### src/rtl/golay_pkg.sv
// Shared definitions for the extended Golay (24,12) decoder.
// Holds the fixed B matrix, the decoder state encoding, a 12-bit popcount
// and the x·B product over GF(2). Bit [11] of a 12-bit word is column 0.
package golay_pkg;

  localparam int GW = 12;

  // Row i of B; B is symmetric and self-inverse (B·B = I).
  localparam logic [GW-1:0] B_ROW [GW] = '{
    12'hDC5, 12'hB8B, 12'h717, 12'hE2D, 12'hC5B, 12'h8B7,
    12'h16F, 12'h2DD, 12'h5B9, 12'hB71, 12'h6E3, 12'hFFE
  };

  typedef enum logic [2:0] {
    S_IDLE,
    S_SYND,
    S_CHK1,
    S_SCAN1,
    S_SYND2,
    S_CHK2,
    S_SCAN2,
    S_DONE
  } state_e;

  function automatic logic [3:0] popcount12(input logic [GW-1:0] x);
    logic [3:0] cnt;
    cnt = '0;
    for (int k = 0; k < GW; k++) begin
      cnt = cnt + {3'd0, x[k]};
    end
    return cnt;
  endfunction

  // x·B: XOR of B_ROW[i] for every set column i (column i is bit 11-i).
  function automatic logic [GW-1:0] mat_vec(input logic [GW-1:0] x);
    logic [GW-1:0] acc;
    acc = '0;
    for (int i = 0; i < GW; i++) begin
      if (x[GW-1-i]) acc = acc ^ B_ROW[i];
    end
    return acc;
  endfunction

endpackage

### src/rtl/golay_wt_le.sv
// Combinational Hamming-weight threshold test on a 12-bit word.
// Ports: vec_i (word under test), le2_o (weight <= 2), le3_o (weight <= 3).
// Zero latency; no flow control.
module golay_wt_le
  import golay_pkg::*;
(
  input  logic [GW-1:0] vec_i,
  output logic          le2_o,
  output logic          le3_o
);

  logic [3:0] wt;

  assign wt    = popcount12(vec_i);
  assign le2_o = (wt <= 4'd2);
  assign le3_o = (wt <= 4'd3);

endmodule

### src/rtl/golay2412_decoder.sv
// Extended Golay (24,12) decoder using the sequential syndrome / row-scan method.
// Ports: clk_clk, reset_reset_n (async low), start + codeword_in request;
// busy, done pulse, data_out, err_count, uncorrectable results.
// Latency 2..28 cycles from the start edge; start is ignored while busy.
module golay2412_decoder
  import golay_pkg::*;
(
  input  logic          clk_clk,
  input  logic          reset_reset_n,
  input  logic          start,
  input  logic [23:0]   codeword_in,
  output logic          busy,
  output logic          done,
  output logic [GW-1:0] data_out,
  output logic [1:0]    err_count,
  output logic          uncorrectable
);

  state_e        state_q, state_d;
  logic [23:0]   cw_q, cw_d;
  logic [GW-1:0] syn_q, syn_d;    // holds s, then s2 = s·B after SYND2
  logic [3:0]    idx_q, idx_d;
  logic [GW-1:0] data_q, data_d;
  logic [1:0]    errc_q, errc_d;
  logic          unc_q, unc_d;

  logic [GW-1:0] wt_vec;
  logic          wt_le2, wt_le3;

  // One weight checker serves every test state: the syndrome itself in the
  // CHK states, the syndrome with the current B row removed in the SCAN states.
  always_comb begin
    wt_vec = syn_q;
    if (state_q == S_SCAN1 || state_q == S_SCAN2) begin
      wt_vec = syn_q ^ B_ROW[idx_q];
    end
  end

  golay_wt_le u_wt (
    .vec_i (wt_vec),
    .le2_o (wt_le2),
    .le3_o (wt_le3)
  );

  always_comb begin
    logic          hit;
    logic [GW-1:0] e1, e2, u_row;
    logic [3:0]    wsum;

    state_d = state_q;
    cw_d    = cw_q;
    syn_d   = syn_q;
    idx_d   = idx_q;
    data_d  = data_q;
    errc_d  = errc_q;
    unc_d   = unc_q;
    hit     = 1'b0;
    e1      = '0;
    e2      = '0;
    u_row   = 12'h800 >> idx_q;
    wsum    = '0;

    case (state_q)
      S_IDLE: begin
        if (start) begin
          cw_d    = codeword_in;
          state_d = S_SYND;
        end
      end
      S_SYND: begin
        syn_d   = mat_vec(cw_q[23:12]) ^ cw_q[11:0];
        state_d = S_CHK1;
      end
      S_CHK1: begin
        if (wt_le3) begin
          hit = 1'b1;
          e2  = syn_q;
        end else begin
          idx_d   = '0;
          state_d = S_SCAN1;
        end
      end
      S_SCAN1: begin
        if (wt_le2) begin
          hit = 1'b1;
          e1  = u_row;
          e2  = wt_vec;
        end else if (idx_q == 4'd11) begin
          state_d = S_SYND2;
        end else begin
          idx_d = idx_q + 4'd1;
        end
      end
      S_SYND2: begin
        syn_d   = mat_vec(syn_q);
        state_d = S_CHK2;
      end
      S_CHK2: begin
        if (wt_le3) begin
          hit = 1'b1;
          e1  = syn_q;
        end else begin
          idx_d   = '0;
          state_d = S_SCAN2;
        end
      end
      S_SCAN2: begin
        if (wt_le2) begin
          hit = 1'b1;
          e1  = wt_vec;
          e2  = u_row;
        end else if (idx_q == 4'd11) begin
          // No pattern of weight <= 3 exists: report the message untouched.
          data_d  = cw_q[23:12];
          errc_d  = '0;
          unc_d   = 1'b1;
          state_d = S_DONE;
        end else begin
          idx_d = idx_q + 4'd1;
        end
      end
      S_DONE: begin
        state_d = S_IDLE;
      end
      default: begin
        state_d = S_IDLE;
      end
    endcase

    if (hit) begin
      wsum    = popcount12(e1) + popcount12(e2);
      data_d  = cw_q[23:12] ^ e1;
      errc_d  = wsum[1:0];
      unc_d   = 1'b0;
      state_d = S_DONE;
    end
  end

  always_ff @(posedge clk_clk or negedge reset_reset_n) begin
    if (!reset_reset_n) begin
      state_q <= S_IDLE;
      cw_q    <= '0;
      syn_q   <= '0;
      idx_q   <= '0;
      data_q  <= '0;
      errc_q  <= '0;
      unc_q   <= 1'b0;
    end else begin
      state_q <= state_d;
      cw_q    <= cw_d;
      syn_q   <= syn_d;
      idx_q   <= idx_d;
      data_q  <= data_d;
      errc_q  <= errc_d;
      unc_q   <= unc_d;
    end
  end

  assign busy          = (state_q != S_IDLE);
  assign done          = (state_q == S_DONE);
  assign data_out      = data_q;
  assign err_count     = errc_q;
  assign uncorrectable = unc_q;

endmodule

### config.mk
export PLATFORM = sky130hd
export DESIGN_NAME = golay2412_decoder
export DESIGN_NICKNAME = d
export VERILOG_FILES = /design/src/rtl/golay_pkg.sv /design/src/rtl/golay_wt_le.sv /design/src/rtl/golay2412_decoder.sv
export SDC_FILE = /design/constraint.sdc
export NUM_CORES = 1
export LEC_CHECK = 0
export CAP_MARGIN = 20
export CORE_MARGIN = 2
export CORE_UTILIZATION = 50
export CTS_BUF_LIST = sky130_fd_sc_hd__clkbuf_4
export CTS_CLUSTER_SIZE = 28
export DETAILED_ROUTE_END_ITERATION = 10
export PLACE_DENSITY = 0.76
export REMOVE_ABC_BUFFERS = 1
export SETUP_SLACK_MARGIN = 0.15
export SKIP_CTS_REPAIR_TIMING = 1
export SLEW_MARGIN = 15
export SYNTH_ARGS = -nofsm -noshare
export SYNTH_HDL_FRONTEND = slang
export SYNTH_SLANG_ARGS = --single-unit
export TNS_END_PERCENT = 100
### constraint.sdc
create_clock -name clk_clk -period 12 [get_ports clk_clk]
set_input_delay 2.4 -clock clk_clk [delete_from_list [all_inputs] [get_ports clk_clk]]
set_output_delay 2.4 -clock clk_clk [all_outputs]
set_load 0.01 [all_outputs]
# After elaboration in Yosys (flattened, before gate mapping)
# Memory sizes are Yosys's and may differ from the RTL's.
# Index checks and enable logic that the tools add are counted.
# W data, S select, Z words.
[totals]
ff_bits = 58
romBits = 192
input_bits = 27
output_inout_bits = 17
elab_cells = 189
n_memories = 1
[classes]
addsub = 35
n_lt_le_gt_ge = 3
eq_ne = 19
shift = 1
muxes = 84
n_bitwise = 26
reduce_logical = 13
[mem_list]
columns = ["memory", "depth", "width", "rd", "rd_ports_with_merged_regs", "wr", "line_no", "text"]
rows = [
  ["(name not given)", 16, 12, 1, 0, 0, "golay2412_decoder.sv:35", "wt_vec = syn_q ^ B_ROW[idx_q];"],
]
[ops]
columns = ["operator", "count"]
rows = [
  ["$mux W12", 47],
  ["$not A7 Y7", 20],
  ["$pmux W12 S3", 2],
  ["$mux W11", 6],
  ["$add A2 B1 Y2", 20],
  ["$add A4 B1 Y4", 10],
  ["$xor A12 B12 Y12", 3],
  ["$mux W3", 8],
  ["$pmux W12 S2", 1],
  ["$pmux W3 S8", 1],
  ["$not A11 Y11", 2],
  ["$mux W10", 2],
  ["$mux W9", 2],
  ["$ne A3 B3 Y1 const B", 5],
  ["$eq A3 B3 Y1 const B", 4],
  ["$mux W4", 3],
  ["$shr A12 B4 Y12 const A", 1],
  ["$le A4 B2 Y1 const B", 2],
  ["$mux W2", 4],
  ["$ne A2 B2 Y1 const B", 4],
  ["$pmux W4 S2", 1],
  ["$reduce_bool A2 Y1", 4],
  ["$reduce_and A7 Y1", 1],
  ["$add A1 B1 Y2", 3],
  ["other kinds (17)", 25],
]

# Logic depth before layout (Yosys ltp)
[depth]
depth_word = 37
depth_mapped = 36
mapped_depth_nobuf = 34

# By module
# A second synthesis with hierarchy kept.
[hier_totals]
hier_cells = 637
area_unflattened_um2 = 5890.6
[by_module_without_submodules]
columns = ["module", "instances", "cells_each", "area_each_um2", "seq_area_each_um2"]
rows = [
  ["golay2412_decoder", 1, 602, 5596.6, 1451.4],
  ["golay_wt_le", 1, 35, 294.0, 0.0],
]

# Least setup slack after synthesis
# Ideal clock, no wire load.
[synth_timing]
path_kind = "register -> register"
start = "register idx_q[0]"
end = "register errc_q[1] (netlist: err_count[1])"
arrival_time_ns = 8.867
slack_ns = 3.012
stages_incl_launch_ff = 37
n_path_buf = 3
synth_period_minus_slack_ns = 8.988
path_cell_list = "dfrtp_1 clkbuf_1 inv_1 ha_1 nor2_1 a211oi_1 o21ai_0 xnor2_1 ha_1 inv_1 fa_1 fa_1 fa_1 inv_1 fa_1 inv_1 fa_1 nand2b_1 clkbuf_1 clkbuf_1 nand2_1 nor2_1 a222oi_1 fa_1 fa_1 inv_1 fa_1 inv_1 fa_1 fa_1 inv_1 ha_1 xnor2_1 xnor2_1 xnor2_1 xnor2_1 a22o_1"
[synth_between]
elab_chain_len = 33
[synth_lines]
columns = ["item", "line_no", "text"]
rows = [
  ["from (decl)", "golay2412_decoder.sv:22", "logic [3:0] idx_q, idx_d;"],
  ["from (signal assigned)", "golay2412_decoder.sv:152", "idx_q <= idx_d;"],
  ["$not A4 Y5 (not written as such)", "golay2412_decoder.sv:35", ""],
  ["$mem_v2 Z16 W12", "n/a", ""],
  ["$mux W12 (not written as such) (2 in series)", "golay2412_decoder.sv:35", ""],
  ["$xor A12 B12 Y12", "golay2412_decoder.sv:35", ""],
  ["$mux W12", "golay2412_decoder.sv:34", "if (state_q == S_SCAN1 || state_q == S_SCAN2) begin"],
  ["$add A1 B1 Y2", "golay_pkg.sv:29", "cnt = cnt + {3'd0, x[k]};"],
  ["$add A4 B1 Y4 (10 in series)", "golay_pkg.sv:29", ""],
  ["$le A4 B2 Y1 (on tied branches)", "golay_wt_le.sv:15, golay_wt_le.sv:16", ""],
  ["$mux W12 (on tied branches)", "n/a", ""],
  ["$pmux W12 S3", "golay2412_decoder.sv:63", "case (state_q)"],
  ["$add A1 B1 Y2", "golay_pkg.sv:29", ""],
  ["$add A2 B1 Y2 (10 in series)", "golay_pkg.sv:29", ""],
  ["$add A2 B2 Y2", "golay2412_decoder.sv:131", "wsum = popcount12(e1) + popcount12(e2);"],
  ["$mux W2", "golay2412_decoder.sv:130", "if (hit) begin"],
  ["to (signal assigned)", "golay2412_decoder.sv:154", "errc_q <= errc_d;"],
  ["to (decl)", "golay2412_decoder.sv:24", "logic [1:0] errc_q, errc_d;"],
]
# Parallel ways exist; a longest one is shown, timed or not. The select of a mux whose other input is x is not followed.
# A chain may end at the register's enable or synchronous reset.

# Final worst setup path
[layout_timing]
start = "register state_q[0]"
end = "register errc_q[1] (netlist: err_count[1])"
[layout_between]
elab_chain_len = 30
[layout_lines]
columns = ["item", "line_no", "text"]
rows = [
  ["from (decl)", "golay2412_decoder.sv:19", "state_e state_q, state_d;"],
  ["from (signal assigned)", "golay2412_decoder.sv:149", "state_q <= state_d;"],
  ["$eq A3 B2 Y1 or $eq A3 B3 Y1 (tied branches)", "golay2412_decoder.sv:34, golay2412_decoder.sv:63", ""],
  ["$logic_or A1 B1 Y1", "golay2412_decoder.sv:34", ""],
  ["$mux W12", "golay2412_decoder.sv:34", ""],
  ["$add A1 B1 Y2", "golay_pkg.sv:29", ""],
  ["$add A4 B1 Y4 (10 in series)", "golay_pkg.sv:29", ""],
  ["$le A4 B2 Y1 (on tied branches)", "golay_wt_le.sv:15, golay_wt_le.sv:16", ""],
  ["$mux W12 (on tied branches)", "n/a", ""],
  ["$pmux W12 S3", "golay2412_decoder.sv:63", ""],
  ["$add A1 B1 Y2", "golay_pkg.sv:29", ""],
  ["$add A2 B1 Y2 (10 in series)", "golay_pkg.sv:29", ""],
  ["$add A2 B2 Y2", "golay2412_decoder.sv:131", ""],
  ["$mux W2", "golay2412_decoder.sv:130", ""],
]
# Parallel ways exist; a longest one is shown, timed or not.

==> results.sh <==
export IMPL_hpwl_um=10700
export IMPL_final_common_cell="xnor2_1"
export IMPL_root_buffer="clkbuf_4"
export IMPL_dieWidth_um=108
export IMPL_critical_path_class="register to register"
export IMPL_core_mm2=0.0104
export IMPL_grt_ovfl_total=0
export IMPL_crit_required_ns=12.32
export IMPL_layout_common_cells="xnor2_1, dfrtp_1, nor2_1, clkdlybuf4s50_1, nand2_1"
export IMPL_worstSkewPairLatency_ns=0.42
export IMPL_crit_arrival_ns=10.44
export IMPL_timing_fmax_ghz=0.0988
export IMPL_grt_pass1_wl_um=23700
export IMPL_final_min_clock_period_ns=10.12
export IMPL_wl_per_cell_um=20.0
export IMPL_crit_path_end_kind="register"
export IMPL_async_flop_share_pct=100
export IMPL_yosys_area_top_type="dfrtp_1"
export IMPL_synth_area_per_cell_um2=9.33
export IMPL_netlist_area_mm2=0.00538
export IMPL_grt_use_total_pct=26.9
export IMPL_ys_flop_type="dfrtp_1"
export IMPL_synth_seq_cells=58
export IMPL_cts_tree="built"
export IMPL_ioPinCount=44
export IMPL_grt_max_degree=59
export IMPL_start_kind="register"
export IMPL_routed_wl_um=14500
export IMPL_path_max_fanout=27
export IMPL_cpMaxStageDelayCell="dfrtp_1"
export IMPL_ant_nets=0
export IMPL_final_layout_size_suffix_gt1_share_pct=9.85
export IMPL_numCtsBuffers=9
export IMPL_cts_sinks=58
export IMPL_die_area_mm2=0.0116
export IMPL_rsz0062_at_grt="no"
export IMPL_io_buffers=43
export IMPL_min_delay_path_class="register to register"
export IMPL_hold_viol=0
export IMPL_h_tree_depth=3
export IMPL_grt_pass1_vias=4364
export IMPL_synth_edf_count=0
export IMPL_drt_initial_drc_count=543
export IMPL_area_growth_pct=10.8
export IMPL_fin_nets=644
export IMPL_slew_headroom_pct=38.6
export IMPL_finalSetupViolations=0
export IMPL_start_util_pct=51.9
export IMPL_diodes=0
export IMPL_routabilityCongestion=0.961
export IMPL_synth_top_area_share_pct=27.0
export IMPL_firstDrtPassIters=5
export IMPL_viasPerCell=5.99
export IMPL_cpMostUsedCell="fa_1"
export IMPL_path_clk_slew_ns=0.13
export IMPL_ys_warn_count=0
export IMPL_skew_ns=0.0285
export IMPL_drc_errors=0
export IMPL_die_y_um=108
export IMPL_synth_cells=577
export IMPL_tightest_slew_ns=0.922
export IMPL_tns_ns=0
export IMPL_ys_seq_area_share_pct=27.0
export IMPL_antenna_found_initial=0
export IMPL_drv_cap=0
export IMPL_vias=4342
export IMPL_fill_cells=924
export IMPL_slowest_delay_ns=0.96
export IMPL_drv_slew=0
export IMPL_synth_area_leaders="dfrtp_1, xnor2_1, fa_1"
export IMPL_max_clock_path_buffers=2
export IMPL_rows=37
export IMPL_status="finished, final reports clean"
export IMPL_post_route_period_util_pct=84.3
export IMPL_synthDistinctLibCells=69
==> cell type report <==
class / count / area [um^2] / area share, %
Clock buffer: 9 / 67.6 / 1.13
Clock inverter: 7 / 125 / 2.10
Inverter: 26 / 97.6 / 1.64
Multi-Input combinational cell: 443 / 3600 / 60.4
Sequential cell: 58 / 1450 / 24.3
Tap cell: 136 / 170 / 2.85
Timing Repair Buffer: 46 / 452 / 7.57
==> metal layers <==
metal,vias up,track usage (%),wire length (um)
met2,209,42.8,6830
met3,46,4.66,935
met5,-,0,0
met4,0,9.98,533
li1,2003,-,-
met1,2084,36.7,6180
==> synth_stat cells, types with 3 or more instances <==
master / number
xnor2_1: 103
mux2_2: 23
a221oi_1: 5
and3_1: 3
o22ai_1: 14
or3_1: 4
dfrtp_1: 58
o22a_1: 7
ha_1: 15
nand3b_1: 4
o211ai_1: 5
a222oi_1: 4
inv_1: 23
buf_4: 3
o31ai_1: 3
a32oi_1: 10
nand2_1: 38
o21ai_0: 17
buf_2: 24
a31oi_1: 6
o21ai_1: 7
nand2b_1: 8
o2111ai_1: 3
mux2i_1: 6
xor2_1: 31
a21oi_1: 13
clkbuf_1: 21
fa_1: 18
a2111o_1: 3
nor3_1: 4
nand3_1: 4
nor2_1: 42
==> through the flow <==
step           hold WS [ns]  instance area (um^2)  cells  utilization [%]  setup WS (ns)
2_1_floorplan         0.501                  5150    527                -           2.86
3_3_place_gp          0.469                  5760    708             55.5           1.99
3_5_place_dp          0.481                  5760    708             55.5           1.71
4_1_cts               0.507                  5950    724             57.4           1.69
5_1_grt               0.527                  5960    725             57.5           1.17
6_report              0.498                  5960    725             57.5           1.88
==> cell families (layout without fill, tap and decap cells) <==
kind of cell	Yosys count	count (layout)	synth area share, %
flops	58	58	27.0
simple gates	121	121	10.7
compound gates	122	122	16.6
fa+ha+maj	33	33	10.2
buf+inv	76	88	6.20
mux	29	29	5.93
xor+xnor	138	138	23.5
==> registers in the layout, summed over array words and instances (netlist names) <==
register,cells
cw_q,24
uncorrectable,1
idx_q,4
data_out,12
err_count,2
syn_q,12
state_q,3
==> critical path: cells and delay by family (launching register included) <==
family	cells	cell delay (ns)
buf+inv	6	0.38
simple gates	4	1.15
compound gates	3	0.85
fa+ha+maj	12	5.35
flops	1	0.96
xor+xnor	6	1.30
==> final timing paths <==
kind,from,cells past startpoint,slack [ns],end
worst max-delay path,state_q[0],31,1.88,err_count[1]
worst min-delay path,data_out[2],2,0.50,data_out[2]
worst max register to register,state_q[0],31,1.88,err_count[1]
worst min register to register,data_out[2],2,0.50,data_out[2]
max in group asynchronous,reset_reset_n,2,9.36,cw_q[20]
min in group asynchronous,reset_reset_n,2,2.11,idx_q[2]
Power is left out: the tool's default activity adds up to more than one toggle a clock period on the data nets, which glitch-free logic cannot reach.
